**src/rtl/fetch_queue.sv**
```systemverilog
// rtl/fetch_queue.sv - pc/instruction fetch queue between i_cache and decode; FETCHQ_BYPASS_EN enables empty-queue bypass
module fetch_queue #(
   parameter int          DEPTH    = 2,
   parameter int          PC_WIDTH = 32,
   parameter logic [31:0] NOP_INSN = 32'h0000_0013
) (
   input  logic                clk,
   input  logic                rst,
   input  logic                fetch_req,
   input  logic [PC_WIDTH-1:0] fetch_pc,
   input  logic [31:0]         icache_rdata,
   input  logic                flush,
   input  logic                id_ready,
   output logic                id_valid,
   output logic [PC_WIDTH-1:0] id_pc,
   output logic [31:0]         id_instr,
   output logic                fetch_stall
);

   localparam int AW = $clog2(DEPTH);
   localparam logic [AW:0] DEPTH_W = (AW+1)'(DEPTH);

   logic [AW:0]         wr_ptr;
   logic [AW:0]         rd_ptr;
   logic [AW:0]         count;
   logic [AW:0]         occupancy;
   logic [AW-1:0]       wr_idx;
   logic [AW-1:0]       rd_idx;
   logic [PC_WIDTH-1:0] pc_mem [DEPTH];
   logic [31:0]         insn_mem [DEPTH];
   logic                infl_v;
   logic [PC_WIDTH-1:0] infl_pc;
   logic                empty;
   logic                push;
   logic                pop;
   logic                accept;

   assign wr_idx    = wr_ptr[AW-1:0];
   assign rd_idx    = rd_ptr[AW-1:0];
   assign count     = wr_ptr - rd_ptr;
   assign empty     = (wr_ptr == rd_ptr);
   // Reserve a slot for the word in flight so capture never meets a full queue.
   assign occupancy = count + {{AW{1'b0}}, infl_v};
   assign fetch_stall = (occupancy >= DEPTH_W);
   assign accept    = fetch_req & ~flush & ~fetch_stall;
   assign pop       = ~empty & id_ready & ~flush;

`ifdef FETCHQ_BYPASS_EN
   logic bypass;
   // Word arriving into an empty queue is offered to decode in the same cycle.
   assign bypass   = empty & infl_v & ~flush;
   assign id_valid = ~empty | bypass;
   assign id_pc    = ~empty ? pc_mem[rd_idx]   : (bypass ? infl_pc      : '0);
   assign id_instr = ~empty ? insn_mem[rd_idx] : (bypass ? icache_rdata : NOP_INSN);
   assign push     = infl_v & ~flush & ~(bypass & id_ready);
`else
   assign id_valid = ~empty;
   assign id_pc    = ~empty ? pc_mem[rd_idx]   : '0;
   assign id_instr = ~empty ? insn_mem[rd_idx] : NOP_INSN;
   assign push     = infl_v & ~flush;
`endif

   // In-flight tracking and queue pointers; flush clears everything on the next edge.
   always_ff @(posedge clk or posedge rst) begin
      if (rst) begin
         infl_v  <= 1'b0;
         infl_pc <= '0;
         wr_ptr  <= '0;
         rd_ptr  <= '0;
      end else if (flush) begin
         infl_v  <= 1'b0;
         wr_ptr  <= '0;
         rd_ptr  <= '0;
      end else begin
         infl_v <= accept;
         if (accept) infl_pc <= fetch_pc;
         if (push)   wr_ptr  <= wr_ptr + 1'b1;
         if (pop)    rd_ptr  <= rd_ptr + 1'b1;
      end
   end

   // Queue storage: pair the returning i_cache word with the pc that requested it.
   always_ff @(posedge clk) begin
      if (push) begin
         pc_mem[wr_idx]   <= infl_pc;
         insn_mem[wr_idx] <= icache_rdata;
      end
   end

endmodule

```
**config.mk**
```make
export PLATFORM = sky130hd
export DESIGN_NAME = fetch_queue
export DESIGN_NICKNAME = d
export VERILOG_FILES = /design/src/rtl/fetch_queue.sv
export SDC_FILE = /design/constraint.sdc
export NUM_CORES = 1
export LEC_CHECK = 0
export ABC_AREA = 1
export ABC_CLOCK_PERIOD_IN_PS = 6050
export CAP_MARGIN = 15
export CORE_MARGIN = 1.5
export CORE_UTILIZATION = 51
export DETAILED_ROUTE_END_ITERATION = 8
export PLACE_DENSITY_LB_ADDON = 0.1
export SETUP_SLACK_MARGIN = 0.3
export SYNTH_ARGS = -nofsm -noshare
export SYNTH_HDL_FRONTEND = slang
export SYNTH_SLANG_ARGS = --single-unit
```
**constraint.sdc**
```tcl
create_clock -name clk -period 6.05 [get_ports clk]
set_input_delay 1.21 -clock clk [delete_from_list [all_inputs] [get_ports clk]]
set_output_delay 1.21 -clock clk [all_outputs]
set_load 0.01 [all_outputs]
```
==> results of run 1 <==
[power groups by stage]
stage	sequential, mW	clock (mW)	combinational (mW)
after global routing	1.45	1.05	0.740
after CTS	1.44	1.01	0.683
after detailed placement	1.46	0	0.679
final	1.44	0.995	0.674
after floorplan	1.43	0	0.406
after global placement	1.45	0	0.668
[flip-flops by register name, summed over array words and instances (netlist names)]
name / count
wr_ptr: 2
insn_mem: 64
infl_pc: 32
rd_ptr: 2
pc_mem: 64
infl_v: 1
[final cells by class]
type / count / share of cell area (%)
Tap cell: 172 / 2.54
Clock buffer: 26 / 5.77
Clock inverter: 6 / 0.649
Inverter: 14 / 0.649
Timing Repair Buffer: 141 / 16.6
Sequential cell: 165 / 56.2
Multi-Input combinational cell: 317 / 17.6
[cell usage after synthesis, drive strengths merged]
library cell	count	area share (%)
clkbuf	5	0.29
buf	25	3.0
nand4	2	0.19
o21ai	2	0.15
edfxtp	128	59
nand2	207	13
ha	1	0.19
nand3	39	3.0
nor3	2	0.15
inv	14	0.85
xnor2	1	0.13
xor2	1	0.13
dfrtp	37	14
a21oi	62	6.0
[how the worst min path moves through the flow]
stage / slack (ps) / cells after the start / endpoint
after global placement: 450 / 0 / pc_mem[0][24]
after detailed placement: 460 / 0 / pc_mem[0][31]
after global routing: 480 / 0 / pc_mem[0][12]
final: 470 / 0 / pc_mem[0][18]
after CTS: 470 / 0 / pc_mem[0][12]
after floorplan: 440 / 0 / pc_mem[0][10]
[through the flow]
step           power, mW  util [%]  std cells  hold WS, ps  cell area (um^2)
3_3_place_gp        2.12      63.3        808          450              7920
5_1_grt             3.24      67.8        841          482              8480
3_5_place_dp        2.14      63.3        808          457              7920
2_1_floorplan       1.83         -        526          442              6520
4_1_cts             3.13      67.6        840          465              8460
6_report            3.11      67.8        841          472              8480
[layer usage]
metal | vias to the layer above | GRT usage (%) | part of all wire, %
met1 | 2086 | 26.2 | 42
met4 | 0 | 8.21 | 1.3
li1 | 2057 | - | -
met5 | - | 0 | 0
met2 | 116 | 37.4 | 52
met3 | 16 | 4.76 | 4.7
[kinds of logic (layout without fill, tap and decap cells)]
kind of cell / count (synthesis) / after routing / share of synthesized area [%]
AO/OA/AOI/OAI: 64 / 64 / 6.19
XOR/XNOR: 2 / 2 / 0.269
adder cells (fa/ha/maj): 1 / 1 / 0.192
buffers and inverters: 44 / 187 / 4.13
flip-flops: 165 / 165 / 73.3
AND/OR/NAND/NOR: 250 / 250 / 15.9
==> results.yml, run 1 <==
timing:
  slew_headroom_pct: 28.0
  hold_viol_final: 0
  fin_crit_sh_pct: 72.6
  worst_slew_pin_slew_ps: 1080
  period_needed_ps: 4390
  setup_slack_ps: 1660
  fmax_mhz: 228
  skew_ps: 5.76
  setup_violations: 0
  final_max_slew_viol_count: 0
  rsz0062_at_grt: "no"
  finalSetupTns_ps: 0
logic_synthesis:
  yosysUniqueCellTypes: 21
  yosys_warnings: 0
  ys_ff_latch: 165
  synth_cells: 526
  syn-num-nets: 596
  ys_seq_area_share_pct: 73.3
  syn_area_per_cell_um2: 12.4
  netlist_area_mm2: 0.00651
finish:
  fill_cells: 944
  regArea_mm2: 0.00477
  layout_commonest_cell: "nand2_1"
  multiInputGateArea_mm2: 0.00149
  final_cell_mix: "nand2_1, clkdlybuf4s50_1, edfxtp_1"
  nets: 726
  drive_gt1_share_pct: 10.9
  area_growth_pct: 30.4
  insertedDiodeCount: 0
clock_tree:
  cts_tree: "yes"
  cts_buffer_depth: 2
  clkTransAtPathRegs_ps: 60
  ctsResizeCount: 0
  cts_htree_levels: 4
  cts_root_buf: "clkbuf_16"
  cts_post_setup_buffers_inserted: 0
  cts_sinks: 165
  clkLatencyLatePin_ps: 420
  cts_buffers: 17
  holdBufCountCts: 0
pwr:
  pwr-share-clk_pct: 32.0
  power_frac_seq_pct: 46.3
  internal_power_mw: 2.26
  combPwrFrac_pct: 21.7
  power_switching_uw: 846
  switching_share_pct: 27.2
  power_leakage_nw: 3.23
  peakVddDrop_uv: 215
  power_density_mw_per_mm2: 366
critical_path:
  reg2reg_slack_ps: 3390
  slowest_delay_ps: 700
  setup.worst_path.start_class: "register"
  timing.rr.end: "infl_pc[7]"
  path_cells: "buf_4, inv_2, buf_12, nand2_1, a21oi_1, clkdlybuf4s50_1"
  cp_num_buf_inv: 4
  path_delay_family: "buffers and inverters"
  cp_slowest_cell: "dfrtp_2"
  rr_worst_depth: 9
  critPathKind: "reg -> out"
  critical_path.max_fanout: 40
  arrival_ps: 3180
  reg2reg_from: "rd_ptr[0]"
  required_ps: 4840
  end_kind: "output port"
  worst-path-stages: 6
  crit_start: "rd_ptr[0]"
  endpoint: "id_pc[29]"
global_route:
  grt_pass1_wl_um: 21300
  grt_pass1_vias: 4223
  gr-total-overflow: 0
  grt_max_degree: 66
  antenna_found_initial: 0
  grt_usage_pct: 21.4
flow_run:
  cap_violations: 0
placed_design:
  place_congestion: 0.742
  io_buffer_count: 134
  dp_slack_ps: 1790
  hpwl_um: 8040
drt:
  viasPerCell: 5.08
  wl_um: 13600
  via_count: 4275
  drcViolationCount: 0
  routedWlPerCell_um: 16.1
  initialDrtViolationCount: 205
  drt_first_pass_iters: 4
  ant_nets: 0
floorplanning:
  coreArea_mm2: 0.0125
  die_x_um: 116
  rows: 41
  initial_core_util_pct: 52.0
  num_io_pins: 135
  die_height_um: 116
  die_area_mm2: 0.0134
outcome:
  status: "finished clean"
worst_hold_path:
  hold_path.class: "reg -> reg"
  min_from: "infl_pc[18]"
Power figures use the tool's default switching activity.
==> run 2, diff against run 1 <==
- ABC_CLOCK_PERIOD_IN_PS: 6050 -> 3700
- CORE_UTILIZATION: 51 -> 46
- clock period: 6.05 -> 3.7 ns (I/O delays scaled with it)
==> run 2 against run 1 <==
  * Final cell count up 1.3%
  * Clock power up 98%
  * First-iteration DRC count up 20%
  * Flip-flop and latch count unchanged
  * Largest power group unchanged
==> results.yml, run 2 (synthesized netlist as in run 1, its figures left out) <==
timing:
  slew_headroom_pct: 52.5
  fin_crit_sh_pct: 88.2
  setup_violations: 0
  period_needed_ps: 3260
  final_max_slew_viol_count: 0
  worst_slew_pin_slew_ps: 710
  rsz0062_at_grt: "no"
  fmax_mhz: 306
  skew_ps: 7.29
  finalSetupTns_ps: 0
  hold_viol_final: 0
global_route:
  antenna_found_initial: 0
  grt_max_degree: 66
  grt_usage_pct: 19.8
  grt_pass1_wl_um: 22000
  gr-total-overflow: 0
  grt_pass1_vias: 4302
drt:
  viasPerCell: 5.09
  drt_first_pass_iters: 5
  initialDrtViolationCount: 246
  via_count: 4339
  met3WireLength_um: 604
  top_layer: "met4"
  m1WireLength_um: 6070
  wl_met2_um: 7420
  ant_nets: 0
  routedWlPerCell_um: 16.7
  drcViolationCount: 0
  wl_um: 14300
finish:
  finalInstanceArea_mm2: 0.00872
  final_util_pct: 63.0
  insertedDiodeCount: 0
  nets: 729
  area_growth_pct: 33.9
  drive_gt1_share_pct: 12.2
  layout_commonest_cell: "nand2_1"
  final_cell_mix: "nand2_1, clkdlybuf4s50_1, edfxtp_1"
  largest_registers: "insn_mem x64, pc_mem x64, infl_pc x32"
critical_path:
  required_ps: 2960
  slowest_delay_ps: 560
  path_cells: "ha_1, inv_1, nand2_1, nand2_1, nand2_1, nand2_4, nand2_8, inv_1, clkdlybuf4s50_1"
  cp_slowest_cell: "dfrtp_4"
  critical_path.max_fanout: 17
  arrival_ps: 2520
  crit_top_cell: "nand2_1"
  end_kind: "output port"
  setup.worst_path.start_class: "register"
  critPathKind: "reg -> out"
floorplanning:
  die_height_um: 122
  coreArea_mm2: 0.0138
  rows: 43
  die_x_um: 122
  num_io_pins: 135
  die_area_mm2: 0.0149
  initial_core_util_pct: 47.1
clock_tree:
  cts_htree_levels: 4
  clkTransAtPathRegs_ps: 60
  cts_buffer_depth: 2
  clkLatencyLatePin_ps: 410
  cts_tree: "yes"
  cts_sinks: 165
  cts_buffers: 17
  cts_root_buf: "clkbuf_16"
pwr:
  power_leakage_nw: 3.32
  power_density_mw_per_mm2: 627
  peakVddDrop_uv: 365
  total_power_mw: 5.46
flow_run:
  cap_violations: 0
placed_design:
  place_congestion: 0.773
  io_buffer_count: 134
  place_area_mm2: 0.00800
  hpwl_um: 8260
outcome:
  status: "finished clean"
worst_hold_path:
  hold_path.class: "reg -> reg"
run 2: changes by cell type in the layout (fill, tap and decap cells not counted), sizes merged:
cell / before / now
nand2: 207 / 208
bufinv: 1 / 6
buf: 7 / 9
clkinv: 6 / 5
clkinvlp: 0 / 3
clkbuf: 26 / 19
run 2: repair_timing:
| action | in CTS | in global routing |
|---|---|---|
| hold buffers | 0 | 0 |
| cloned | 0 | 1 |
| setup endpoints to repair | 50 | 40 |
| resized for setup | 2 | 6 |
| pin swaps | 0 | 1 |
| setup buffers | 0 | 1 |
| endpoints found under the hold margin | 0 | 0 |
run 2: power breakdown:
group          switching, mW  internal (mW)  total (mW)  leakage [nW]
clock network          0.684           1.28        1.97         0.317
registers              0.107           2.23        2.34          1.63
logic                  0.651          0.511        1.16          1.38
run 2: cell type report:
cell class                 count  area [um^2]
clock inverter                13          229
inverter                      14         62.6
fill                        1083         5110
sequential                   165         4770
clock buffer                  19          443
timing repair buffer         143         1460
tap                          180          225
multi-input combinational    318         1530
run 2: path summary, 6_finish.rpt:
check                           cells past startpoint         from            end  slack [ps]
worst max-delay path                                9    rd_ptr[0]    fetch_stall         440
worst min-delay path                                0  infl_pc[21]  pc_mem[1][21]         470
worst max register to register                      9    rd_ptr[0]    infl_pc[15]        1530
worst min register to register                      0  infl_pc[21]  pc_mem[1][21]         470
max in group asynchronous                           3          rst      rd_ptr[0]        2450
min in group asynchronous                           2          rst     infl_pc[7]         520
run 2: worst max-delay path, delay by kind of cell (launching register included):
kind	cells	cell delay (ps)
fa+ha+maj	1	330
simple gates	5	510
buf+inv	3	690
flops	1	560
run 2: routing by layer:
| layer | vias up | track usage, % |
|---|---|---|
| li1 | 2065 | - |
| met1 | 2134 | 24.1 |
| met2 | 128 | 34.3 |
| met3 | 12 | 3.93 |
| met4 | 0 | 8.46 |
| met5 | - | 0 |
run 2: stage by stage:
| step | std cells | hold WS [ps] | setup slack (ps) |
|---|---|---|---|
| after CTS | 850 | 472 | 296 |
| after global placement | 818 | 449 | 709 |
| after detailed placement | 818 | 455 | 665 |
| final | 852 | 471 | 436 |
| after floorplan | 526 | 442 | 949 |
| after global routing | 852 | 478 | 356 |
==> run 3, diff against run 2 <==
- CORE_MARGIN: 1.5 -> 2
- CTS_CLUSTER_DIAMETER: not set -> 60
==> run 3 against run 2 <==
  * Critical path depth stayed put
  * Flip-flop and latch count did not move
  * Die area rose by 1.6%
  * Hold slack improved by 2.8 ps
  * Clock skew shrank 0.66 ps
  * Fmax hardly changed
  * Worst setup slack hardly changed
  * Clock-buffer cell count increased by 7
  * Critical endpoint unchanged
  * Combinational power about the same
  * Routed wire length fell by 1.5%
  * Register-to-register slack lost 20 ps
  * Via count fell by 1.7%
==> results.yml, run 3 (synthesized netlist as in run 1, its figures left out) <==
outcome:
  status: "finished clean"
global_route:
  gr-total-overflow: 0
  grt_pass1_vias: 4328
  grt_max_degree: 62
  antenna_found_initial: 0
  grt_usage_pct: 19.5
  grt_pass1_wl_um: 21800
clock_tree:
  clkLatencyLatePin_ps: 420
  cts_htree_levels: 4
  cts_tree: "yes"
  cts_root_buf: "clkbuf_16"
  clkTransAtPathRegs_ps: 50
  cts_buffer_depth: 2
  cts_sinks: 165
  cts_buffers: 17
floorplanning:
  die_height_um: 123
  die_x_um: 123
  die_area_mm2: 0.0151
  num_io_pins: 135
  initial_core_util_pct: 47.1
  rows: 43
  coreArea_mm2: 0.0138
critical_path:
  setup.worst_path.start_class: "register"
  end_kind: "output port"
  required_ps: 2960
  critical_path.max_fanout: 34
  arrival_ps: 2520
  critPathKind: "reg -> out"
pwr:
  power_leakage_nw: 3.24
  power_density_mw_per_mm2: 596
  peakVddDrop_uv: 332
  total_power_mw: 5.08
drt:
  drt_first_pass_iters: 4
  ant_nets: 0
  via_count: 4266
  viasPerCell: 5.01
  initialDrtViolationCount: 293
  routedWlPerCell_um: 16.5
  drcViolationCount: 0
  wl_um: 14000
flow_run:
  cap_violations: 0
timing:
  period_needed_ps: 3260
  rsz0062_at_grt: "no"
  slew_headroom_pct: 62.1
  final_max_slew_viol_count: 0
  finalSetupTns_ps: 0
  skew_ps: 6.62
  setup_violations: 0
  hold_viol_final: 0
  fin_crit_sh_pct: 88.2
  worst_slew_pin_slew_ps: 564
  fmax_mhz: 306
placed_design:
  place_congestion: 0.735
  io_buffer_count: 134
  hpwl_um: 8540
  placed_cells: 819
finish:
  layout_commonest_cell: "nand2_1"
  largest_registers: "insn_mem x64, pc_mem x64, infl_pc x32"
  drive_gt1_share_pct: 10.9
  nets: 729
  insertedDiodeCount: 0
  final_cell_mix: "nand2_1, clkdlybuf4s50_1, edfxtp_1"
  area_growth_pct: 31.0
  fill_cells: 1118
  fin_cells: 852
  final_util_pct: 61.7
worst_hold_path:
  hold_path.class: "reg -> reg"
run 3: cell types whose count changed in the layout (fill, tap and decap cells not counted), moves of 2 or more:
cell / before / now
clkinvlp_4: 3 / 0
buf_4: 5 / 9
clkinv_4: 2 / 0
bufinv_16: 6 / 1
buf_12: 4 / 0
clkinv_1: 2 / 4
clkbuf_8: 1 / 3
clkbuf_1: 1 / 6
nand2_4: 3 / 1
run 3: final cells by class:
cell class / instances / area, um^2 / share of cell area [%]
Sequential cell: 165 / 4770 / 56.0
Multi-Input combinational cell: 317 / 1500 / 17.6
Timing Repair Buffer: 144 / 1420 / 16.7
Clock buffer: 26 / 489 / 5.74
Tap cell: 180 / 225 / 2.64
Inverter: 14 / 65.1 / 0.763
Clock inverter: 6 / 51.3 / 0.602
run 3: through the flow:
stage / area [um^2] / hold slack, ps / worst slack (ps)
after floorplan: 6530 / 442 / 949
after global placement: 7950 / 450 / 680
after detailed placement: 7950 / 463 / 693
after CTS: 8500 / 476 / 321
after global routing: 8530 / 482 / 318
final: 8530 / 474 / 435
run 3: what timing repair did:
action,4_1_cts,5_1_grt
pin swaps,0,1
buffers inserted,0,1
hold buffers,0,0
gates resized for setup,2,5
endpoints found under the setup margin,34,17
run 3: path summary, 6_finish.rpt:
check	start	to	slack, ps	cells after the start
hold / removal	infl_pc[23]	pc_mem[1][23]	470	0
hold reg to reg	infl_pc[23]	pc_mem[1][23]	470	0
min in group asynchronous	rst	infl_pc[4]	610	2
setup / recovery	rd_ptr[0]	fetch_stall	440	9
max in group asynchronous	rst	infl_pc[10]	2400	3
setup reg to reg	rd_ptr[0]	infl_pc[27]	1510	9
run 3: worst max-delay path: stages (launching register included):
cell             delay (ps)
dfrtp_4                 570
ha_1                    320
inv_1                    70
nand2_1                  50
nand2_1                  80
nand2_1                  50
nand2_1                 150
nand2_8                 190
inv_1                    90
clkdlybuf4s50_1         530
run 3: layer usage:
layer / wire [um] / GRT usage (%)
met1: 5720 / 23.3
met2: 7390 / 34.2
met3: 726 / 4.66
met4: 202 / 7.47
met5: 0 / 0
run 3: power breakdown:
| part | total, mW | internal [mW] | switching [mW] |
|---|---|---|---|
| logic | 1.13 | 0.500 | 0.633 |
| clock network | 1.61 | 0.970 | 0.638 |
| registers | 2.34 | 2.23 | 0.109 |
| total | 5.08 | 3.70 | 1.38 |
